===== src/rtl/ascon_pkg.sv =====
// Shared ASCON definitions: state layout, FSM encoding, round constants and
// the single-round function.
package ascon_pkg;

    localparam int unsigned LANE_W     = 64;
    localparam int unsigned STATE_W    = 5 * LANE_W;
    localparam int unsigned RIDX_W     = 4;
    localparam int unsigned NR_W       = 4;
    localparam int unsigned RC_W       = 8;
    localparam int unsigned MAX_ROUNDS = 12;

    localparam logic [NR_W-1:0] NR_12 = 4'd12;
    localparam logic [NR_W-1:0] NR_8  = 4'd8;
    localparam logic [NR_W-1:0] NR_6  = 4'd6;

    // x0 occupies the most significant lane, matching the flat 320-bit bus.
    typedef struct packed {
        logic [LANE_W-1:0] x0;
        logic [LANE_W-1:0] x1;
        logic [LANE_W-1:0] x2;
        logic [LANE_W-1:0] x3;
        logic [LANE_W-1:0] x4;
    } ascon_state_t;

    typedef enum logic [1:0] {
        ST_IDLE = 2'd0,
        ST_RUN  = 2'd1,
        ST_DONE = 2'd2
    } fsm_t;

    localparam logic [RC_W-1:0] ROUND_CONST [MAX_ROUNDS] = '{
        8'hF0, 8'hE1, 8'hD2, 8'hC3, 8'hB4, 8'hA5,
        8'h96, 8'h87, 8'h78, 8'h69, 8'h5A, 8'h4B
    };

    function automatic logic [LANE_W-1:0] ror(input logic [LANE_W-1:0] x, input int unsigned n);
        return (x >> n) | (x << (LANE_W - n));
    endfunction

    // One full round: constant addition, S-box layer, linear diffusion.
    function automatic ascon_state_t ascon_round(input ascon_state_t s, input logic [RIDX_W-1:0] r);
        logic [LANE_W-1:0] x0, x1, x2, x3, x4;
        logic [LANE_W-1:0] t0, t1, t2, t3, t4;
        logic [RC_W-1:0]   rc;
        ascon_state_t      res;
        rc = (r < RIDX_W'(MAX_ROUNDS)) ? ROUND_CONST[r] : RC_W'(0);
        x0 = s.x0;
        x1 = s.x1;
        x2 = s.x2 ^ LANE_W'(rc);
        x3 = s.x3;
        x4 = s.x4;
        x0 = x0 ^ x4;
        x4 = x4 ^ x3;
        x2 = x2 ^ x1;
        t0 = ~x0 & x1;
        t1 = ~x1 & x2;
        t2 = ~x2 & x3;
        t3 = ~x3 & x4;
        t4 = ~x4 & x0;
        x0 = x0 ^ t1;
        x1 = x1 ^ t2;
        x2 = x2 ^ t3;
        x3 = x3 ^ t4;
        x4 = x4 ^ t0;
        x1 = x1 ^ x0;
        x0 = x0 ^ x4;
        x3 = x3 ^ x2;
        x2 = ~x2;
        res.x0 = x0 ^ ror(x0, 19) ^ ror(x0, 28);
        res.x1 = x1 ^ ror(x1, 61) ^ ror(x1, 39);
        res.x2 = x2 ^ ror(x2, 1)  ^ ror(x2, 6);
        res.x3 = x3 ^ ror(x3, 10) ^ ror(x3, 17);
        res.x4 = x4 ^ ror(x4, 7)  ^ ror(x4, 41);
        return res;
    endfunction

endpackage


===== src/rtl/ascon_permutation_core_round.sv =====
// Purely combinational single ASCON round; chained UNROLL times by the core.
module ascon_round
    import ascon_pkg::*;
(
    input  logic [STATE_W-1:0] i_state,
    input  logic [RIDX_W-1:0]  i_ridx,
    output logic [STATE_W-1:0] o_state_c
);

    ascon_state_t w_in;
    ascon_state_t w_out;

    assign w_in      = ascon_state_t'(i_state);
    assign w_out     = ascon_pkg::ascon_round(w_in, i_ridx);
    assign o_state_c = STATE_W'(w_out);

endmodule


===== src/rtl/ascon_permutation_core.sv =====
// Iterative ASCON permutation (p12/p8/p6) with UNROLL rounds per clock and a
// valid/ready handshake on both sides.
module ascon_permutation_core
    import ascon_pkg::*;
#(
    parameter int unsigned UNROLL = 1
) (
    input  logic               clk,
    input  logic               rst_n,
    input  logic               in_valid,
    output logic               in_ready,
    input  logic [STATE_W-1:0] in_state,
    input  logic [NR_W-1:0]    in_nrounds,
    output logic               out_valid,
    input  logic               out_ready,
    output logic [STATE_W-1:0] out_state,
    output logic               out_err
);

    if (UNROLL != 1 && UNROLL != 2) begin : g_bad_unroll
        $fatal(1, "ascon_permutation_core: UNROLL must be 1 or 2");
    end

    fsm_t               r_fsm,       w_fsm_next;
    logic [RIDX_W-1:0]  r_ridx,      w_ridx_next;
    logic [STATE_W-1:0] r_state,     w_state_next;
    logic               r_err,       w_err_next;
    logic               r_out_valid, w_out_valid_next;
    logic               w_accept;
    logic               w_legal;
    logic [RIDX_W-1:0]  w_ridx_inc;
    logic [STATE_W-1:0] w_chain [UNROLL+1];

    // Round chain: instance k works on round index r+k.
    assign w_chain[0] = r_state;
    for (genvar k = 0; k < UNROLL; k++) begin : g_round
        logic [RIDX_W-1:0] w_ridx_k;
        assign w_ridx_k = r_ridx + RIDX_W'(k);
        ascon_round u_round (
            .i_state   (w_chain[k]),
            .i_ridx    (w_ridx_k),
            .o_state_c (w_chain[k+1])
        );
    end

    assign in_ready   = (r_fsm == ST_IDLE) | ((r_fsm == ST_DONE) & out_ready);
    assign w_accept   = in_valid & in_ready;
    assign w_legal    = (in_nrounds == NR_12) | (in_nrounds == NR_8) | (in_nrounds == NR_6);
    assign w_ridx_inc = r_ridx + RIDX_W'(UNROLL);

    always_comb begin
        w_fsm_next       = r_fsm;
        w_ridx_next      = r_ridx;
        w_state_next     = r_state;
        w_err_next       = r_err;
        w_out_valid_next = r_out_valid;
        case (r_fsm)
            ST_RUN: begin
                w_state_next = w_chain[UNROLL];
                w_ridx_next  = w_ridx_inc;
                if (w_ridx_inc == RIDX_W'(MAX_ROUNDS)) begin
                    w_fsm_next       = ST_DONE;
                    w_out_valid_next = 1'b1;
                end
            end
            ST_DONE: begin
                if (out_ready) begin
                    w_fsm_next       = ST_IDLE;
                    w_out_valid_next = 1'b0;
                    w_err_next       = 1'b0;
                end
            end
            default: ;
        endcase
        // A new request overrides the drain, giving a bubble-free handoff.
        if (w_accept) begin
            w_state_next = in_state;
            if (w_legal) begin
                w_fsm_next       = ST_RUN;
                w_ridx_next      = RIDX_W'(MAX_ROUNDS) - in_nrounds;
                w_err_next       = 1'b0;
                w_out_valid_next = 1'b0;
            end else begin
                w_fsm_next       = ST_DONE;
                w_ridx_next      = '0;
                w_err_next       = 1'b1;
                w_out_valid_next = 1'b1;
            end
        end
    end

    always_ff @(posedge clk or negedge rst_n) begin
        if (!rst_n) begin
            r_fsm       <= ST_IDLE;
            r_ridx      <= '0;
            r_state     <= '0;
            r_err       <= 1'b0;
            r_out_valid <= 1'b0;
        end else begin
            r_fsm       <= w_fsm_next;
            r_ridx      <= w_ridx_next;
            r_state     <= w_state_next;
            r_err       <= w_err_next;
            r_out_valid <= w_out_valid_next;
        end
    end

    assign out_valid = r_out_valid;
    assign out_state = r_state;
    assign out_err   = r_err;

endmodule

===== config.mk =====
export PLATFORM = sky130hd
export DESIGN_NAME = ascon_permutation_core
export DESIGN_NICKNAME = d
export VERILOG_FILES = /design/src/rtl/ascon_pkg.sv /design/src/rtl/ascon_permutation_core_round.sv /design/src/rtl/ascon_permutation_core.sv
export SDC_FILE = /design/constraint.sdc
export NUM_CORES = 1
export LEC_CHECK = 0
export BUFFER_PORTS_ARGS = -buffer_cell sky130_fd_sc_hd__buf_2
export CAP_MARGIN = 20
export CORE_ASPECT_RATIO = 0.8
export CORE_UTILIZATION = 30
export CTS_BUF_LIST = sky130_fd_sc_hd__clkbuf_16
export DETAILED_ROUTE_END_ITERATION = 10
export PLACE_DENSITY_LB_ADDON = 0.25
export SLEW_MARGIN = 20
export SYNTH_ARGS = -nofsm -noshare
export SYNTH_HDL_FRONTEND = slang
export SYNTH_SLANG_ARGS = --single-unit
export TNS_END_PERCENT = 30

===== constraint.sdc =====
create_clock -name clk -period 3.91 [get_ports clk]
set_clock_uncertainty 0.05 [all_clocks]
set_input_delay 0.391 -clock clk [delete_from_list [all_inputs] [get_ports clk]]
set_output_delay 0.391 -clock clk [all_outputs]
set_load 0.02 [all_outputs]

==> results.json, run 1 <==
{
  "grt_pass1_vias": 27141,
  "fin_tns_setup_ps": 0,
  "netlist_top_cells_count": "xnor2_1 (691), a21oi_1 (394), nand2_1 (394)",
  "rr_startpoint": "r_ridx[3]",
  "syn_to_final_growth_pct": 28.3,
  "fin_crit_ps": 3780,
  "crit_path_end_kind": "register",
  "synth_top_area_share": 0.279,
  "grt_pass1_wl_um": 225000,
  "rows": 102,
  "timing.final.crit_share": 0.966,
  "hold_buffers": 138,
  "yosysWarnings": 0,
  "synth_cells": 3303,
  "fin_area_sq_mm": 0.0376,
  "ios": 651,
  "cts_tree": "built",
  "fmax_mhz": 265,
  "final_antenna_net_count": 0,
  "yosys-top-cells-area": "dfrtp_1 (28%), xnor2_1 (21%), xnor3_1 (8.8%), a21oi_1 (6.7%), ha_1 (5.6%)",
  "wl_per_cell_um": 30.7,
  "netlist_area_sq_mm": 0.0293,
  "core_area_sq_mm": 0.0967,
  "dpl.hpwl_um": 137000,
  "critPathLaunchType": "register",
  "grt_use_met3": 0.0902,
  "drt_wl_total_um": 168000,
  "async_reset_ff_frac": 1.00,
  "numCtsBuffers": 44,
  "gr-usage-all-layers": 0.330,
  "grt_setup_unrepaired": "false",
  "critPathBufInv": 0,
  "violations": "hold timing",
  "start_util": 0.303,
  "grt_max_degree": 169,
  "synth_seq_area_share": 0.279,
  "worst-setup-path-type": "register to register",
  "ys_ff_latch": 327,
  "rrSetupSlack_ps": 130,
  "cts_buffer_depth": 3,
  "grt-ovfl-total": 0,
  "synth-edff-count": 0,
  "endpoint": "out_state[67]",
  "synth.distinct_cells": 43,
  "slew_headroom": 0.138,
  "htreeDepth": 2,
  "use_met1": 0.437,
  "hp-class": "primary input to register",
  "drc_errors": 0,
  "yosysMostFrequentCell": "xnor2_1",
  "crit_slowest_cell": "xnor2_1",
  "die_h_um": 281,
  "synth_top_area_cell": "dfrtp_1",
  "synth_fp_nets": 3762,
  "cp.arrival_ps": 4200,
  "holdWs_ps": -4.59,
  "antenna_found_initial": 7,
  "cp.required_ps": 4330,
  "dr.pass1.iters": 8,
  "clock-root-buffer": "clkbuf_16",
  "cts.sinks": 327,
  "crit_family": "XOR/XNOR gates",
  "dieWidth_um": 351,
  "numPortBuffers": 650,
  "cts_resized": 0,
  "synth_ff_type": "dfrtp_1",
  "cpPeakStageDelay_ps": 990,
  "r2r_cells": 8,
  "status": "finished with violations",
  "vias": 29003,
  "postCtsSetupBuffers": 0,
  "top_usage_layer": "met2",
  "r2r_end": "out_state[67]",
  "drive_above_1_share": 0.220,
  "drt-initial-drc-count": 3307,
  "placed_area_sq_mm": 0.0349,
  "crit_start": "r_ridx[3]",
  "viasPerCell": 5.30,
  "maxCapViolCount": 0,
  "clkLatencyLatePin_ps": 610,
  "layout_setup_ws_ps": 131,
  "worstPathCellList": "nor2b_4, xor2_2, ha_1, xnor2_1, xnor2_1, xnor2_1, xnor2_1, a21oi_1",
  "crit_path_max_fanout": 8,
  "dieArea_sq_mm": 0.0989,
  "gp_congestion": 1.10,
  "slew_violations": 0,
  "nets": 4597,
  "preCtsSetupSlack_ps": 332,
  "hold_viol": 1,
  "cts.clk_slew.worst_paths_ps": 60,
  "setup_viol": 0,
  "cp.depth": 8,
  "path_common_cell": "xnor2_1",
  "synth.avg_cell_area_sq_um": 8.87,
  "grt_use_met2": 0.502,
  "worst_pin_slew_ps": 1280
}
## final cells by class
class | instances | area, sq um
multi-input combinational | 2709 | 20100
antenna | 3 | 7.51
sequential | 327 | 8180
clock buffer | 45 | 1130
inverter | 132 | 495
fill | 10099 | 59200
timing repair buffer | 924 | 5850
tap | 1300 | 1630
clock inverter | 32 | 189
## placed cells by master (no fill, tap or decap), types with 33 or more instances in the layout
master and instances:
dlygate4sd3_1 138, xor2_1 184, buf_4 120, inv_1 141
xnor3_1 114, o22ai_1 65, clkbuf_16 45, dfrtp_1 327
nand2_1 392, o21ai_0 209, nor2_1 317, ha_1 131
a21oi_1 393, xnor2_2 52, a211oi_1 33, buf_2 649
xnor2_1 691
## worst min-delay path by stage
stage | start | end | slack (ps) | cells past startpoint
global placement | out_err | out_err | 420 | 2
detailed placement | out_err | out_err | 430 | 2
CTS | in_state[154] | out_state[154] | 0.3 | 3
floorplan | rst_n | out_err | 50 | 0
global route | in_state[154] | out_state[154] | 6 | 3
finish | in_state[154] | out_state[154] | -5 | 3
## routing by layer
metal | wire, um | share of wire
met1 | 68600 | 0.41
met2 | 72700 | 0.43
met3 | 18300 | 0.11
met5 | 27 | 0.00016
met4 | 8390 | 0.050
## state kept, by name, summed over array words and instances (netlist names)
signal     flops
r_ridx         4
out_err        1
r_fsm          2
out_state    320
## cells by family (layout without fill, tap and decap cells)
group                      Yosys count  in the layout  synth area share
and+or+nand+nor                    751            751            0.0986
muxes                               13             13           0.00491
adders and majority gates          132            132            0.0563
AOI/OAI and AO/OA                  762            762             0.141
xor gates and xnor gates          1051           1051             0.384
DFF                                327            327             0.279
buffers and inverters              267           1133            0.0356
other                                0              3                 0
## through the flow
stage / util / std cells
after floorplan: - / 3303
after global placement: 0.360 / 5253
after detailed placement: 0.360 / 5253
after CTS: 0.388 / 5468
after global routing: 0.388 / 5469
final: 0.388 / 5472
## tightest hold or removal path, cell delays in order
cell     delay, ps
buf_2           80
nand2_1         70
o21ai_0         70
Power of run 1 is left out: the tool's default activity adds up to more than one toggle a clock period on the data nets, which glitch-free logic cannot reach.
==> run 2, diff against run 1 <==
==> constraint.sdc (replaced) <==
create_clock -name clk -period 3.91 [get_ports clk]
set_clock_uncertainty 0.05 [all_clocks]
set_input_delay 0 -clock clk [delete_from_list [all_inputs] [get_ports clk]]
set_output_delay 0 -clock clk [all_outputs]
set_load 0.02 [all_outputs]
==> run 2 against run 1 <==
Against the previous run:
- the flow now finishes without violations
- maximum frequency is 1.1% higher
- wire length up 1.9%
- design area increased by 4.8%
- sequential share of layout area fell by 1.0 points
- die area unchanged
- critical path depth is the same
- via count increased by 3.2%
- final cell count is 3.3% higher
- worst setup slack improved by 40 ps
- clock-buffer cell count stayed put
==> results.json, run 2 (synthesized netlist as in run 1, its figures left out) <==
{
  "status": "finished clean",
  "timing.final.crit_share": 0.956,
  "maxCapViolCount": 0,
  "grt_setup_unrepaired": "false",
  "rows": 102,
  "grt-ovfl-total": 0,
  "mostFrequentLayoutCells": "xnor2_1 (690), buf_2 (649), a21oi_1 (393)",
  "viasPerCell": 5.29,
  "nets": 4781,
  "setup_viol": 0,
  "rrSetupSlack_ps": 170,
  "antenna_found_initial": 7,
  "fin_tns_setup_ps": 0,
  "crit_start": "r_ridx[3]",
  "syn_to_final_growth_pct": 34.5,
  "cts_buffer_depth": 3,
  "wl_per_cell_um": 30.3,
  "grt_max_degree": 108,
  "cp.arrival_ps": 4150,
  "grt_pass1_wl_um": 230000,
  "numCtsBuffers": 42,
  "worst_pin_slew_ps": 1260,
  "drive_above_1_share": 0.209,
  "drt_wl_total_um": 171000,
  "dp.cells": 5247,
  "worstPathCellList": "nor2b_4, xor2_2, ha_1, xnor2_1, xnor2_1, xnor2_1, xnor2_1, a21oi_1",
  "crit_slowest_cell": "xnor2_1",
  "vias": 29918,
  "cts.sinks": 327,
  "dieWidth_um": 351,
  "path_common_cell": "xnor2_1",
  "dr.pass1.iters": 6,
  "fin_area_sq_mm": 0.0394,
  "slew_headroom": 0.154,
  "fmax_mhz": 267,
  "gr-usage-all-layers": 0.336,
  "rr_startpoint": "r_ridx[3]",
  "fillers": 9946,
  "endpoint": "out_state[67]",
  "slew_violations": 0,
  "htreeDepth": 2,
  "cp.required_ps": 4320,
  "numPortBuffers": 650,
  "multi_input_area_sq_mm": 0.0201,
  "clock-root-buffer": "clkbuf_16",
  "drt-initial-drc-count": 3399,
  "cts_tree": "built",
  "final_cells": 5654,
  "final_common_cell": "xnor2_1",
  "drc_errors": 0,
  "critPathLaunchType": "register",
  "die_h_um": 281,
  "preCtsSetupSlack_ps": 402,
  "r2r_end": "out_state[67]",
  "clkLatencyLatePin_ps": 620,
  "core_area_sq_mm": 0.0967,
  "regArea_sq_mm": 0.00818,
  "dpl.hpwl_um": 138000,
  "ios": 651,
  "hp-class": "primary input to asynchronous set/reset pin",
  "dieArea_sq_mm": 0.0989,
  "crit_path_end_kind": "register",
  "fin_crit_ps": 3740,
  "cts.clk_slew.worst_paths_ps": 70,
  "gp_congestion": 1.10,
  "layout_setup_ws_ps": 171,
  "worst-setup-path-type": "register to register",
  "grt_pass1_vias": 28422,
  "cpPeakStageDelay_ps": 980,
  "hold_viol": 0,
  "cts_resized": 0,
  "start_util": 0.303,
  "r2r_cells": 8,
  "final_antenna_net_count": 0,
  "largest_reg_flops": 320,
  "placed_area_sq_mm": 0.0348,
  "crit_path_max_fanout": 8
}
-- run 2: changes by cell type in the layout (fill, tap and decap cells not counted) --
cell | previous run | this run
clkinv_1 | 11 | 9
clkinvlp_4 | 0 | 1
clkinv_2 | 9 | 8
xnor2_2 | 52 | 53
clkinv_4 | 1 | 0
buf_12 | 15 | 10
buf_4 | 120 | 119
clkbuf_4 | 1 | 0
xnor2_1 | 691 | 690
dlygate4sd3_1 | 138 | 331
inv_1 | 141 | 140
inv_6 | 0 | 1
diode_2 | 3 | 2
-- run 2: area by class of cell --
type	instances	area share
repair buffers	1110	0.195
clock inverters	29	0.00457
multi-input cells	2709	0.510
well taps	1300	0.0413
diodes	2	0.000127
inverters	132	0.0126
clock buffers	45	0.0286
flip-flops and latches	327	0.208
-- run 2: metrics by stage --
| stage | util | hold WS (ps) |
|---|---|---|
| after CTS | 0.407 | 62.3 |
| final | 0.407 | 42.5 |
| after global routing | 0.407 | 103 |
| after floorplan | - | -346 |
| after global placement | 0.359 | 109 |
| after detailed placement | 0.359 | 110 |
-- run 2: worst max-delay path: cells and delay by family, from the launching register on --
kind            cells  cell delay (ps)
xor+xnor            5             2270
compound gates      1              150
flops               1              590
simple gates        1              260
fa+ha+maj           1              270
-- run 2: timing repair --
item	4_1_cts	5_1_grt
hold buffers	331	0
hold endpoints to repair	420	0
endpoints found under the setup margin	0	0
setup buffers	0	0
-- run 2: how the worst min path moves through the flow --
stage / startpoint / endpoint / slack (ps) / cells past startpoint
after CTS: in_state[160] / out_state[160] / 60 / 4
after global placement: rst_n / out_state[105] / 110 / 1
final: rst_n / out_state[105] / 40 / 2
after floorplan: rst_n / out_err / -350 / 0
after detailed placement: rst_n / out_state[105] / 110 / 1
after global routing: in_state[147] / out_state[147] / 100 / 4
-- run 2: routing by layer --
layer	global-route usage	share of wire	vias to the layer above	wire length, um
met1	0.443	0.40	14693	68900
met2	0.512	0.43	1856	74100
met4	0.147	0.051	2	8710
li1	-	-	13018	-
met3	0.0931	0.11	349	19300
met5	0	0.000058	-	10
Power of run 2 is left out for the same reason.
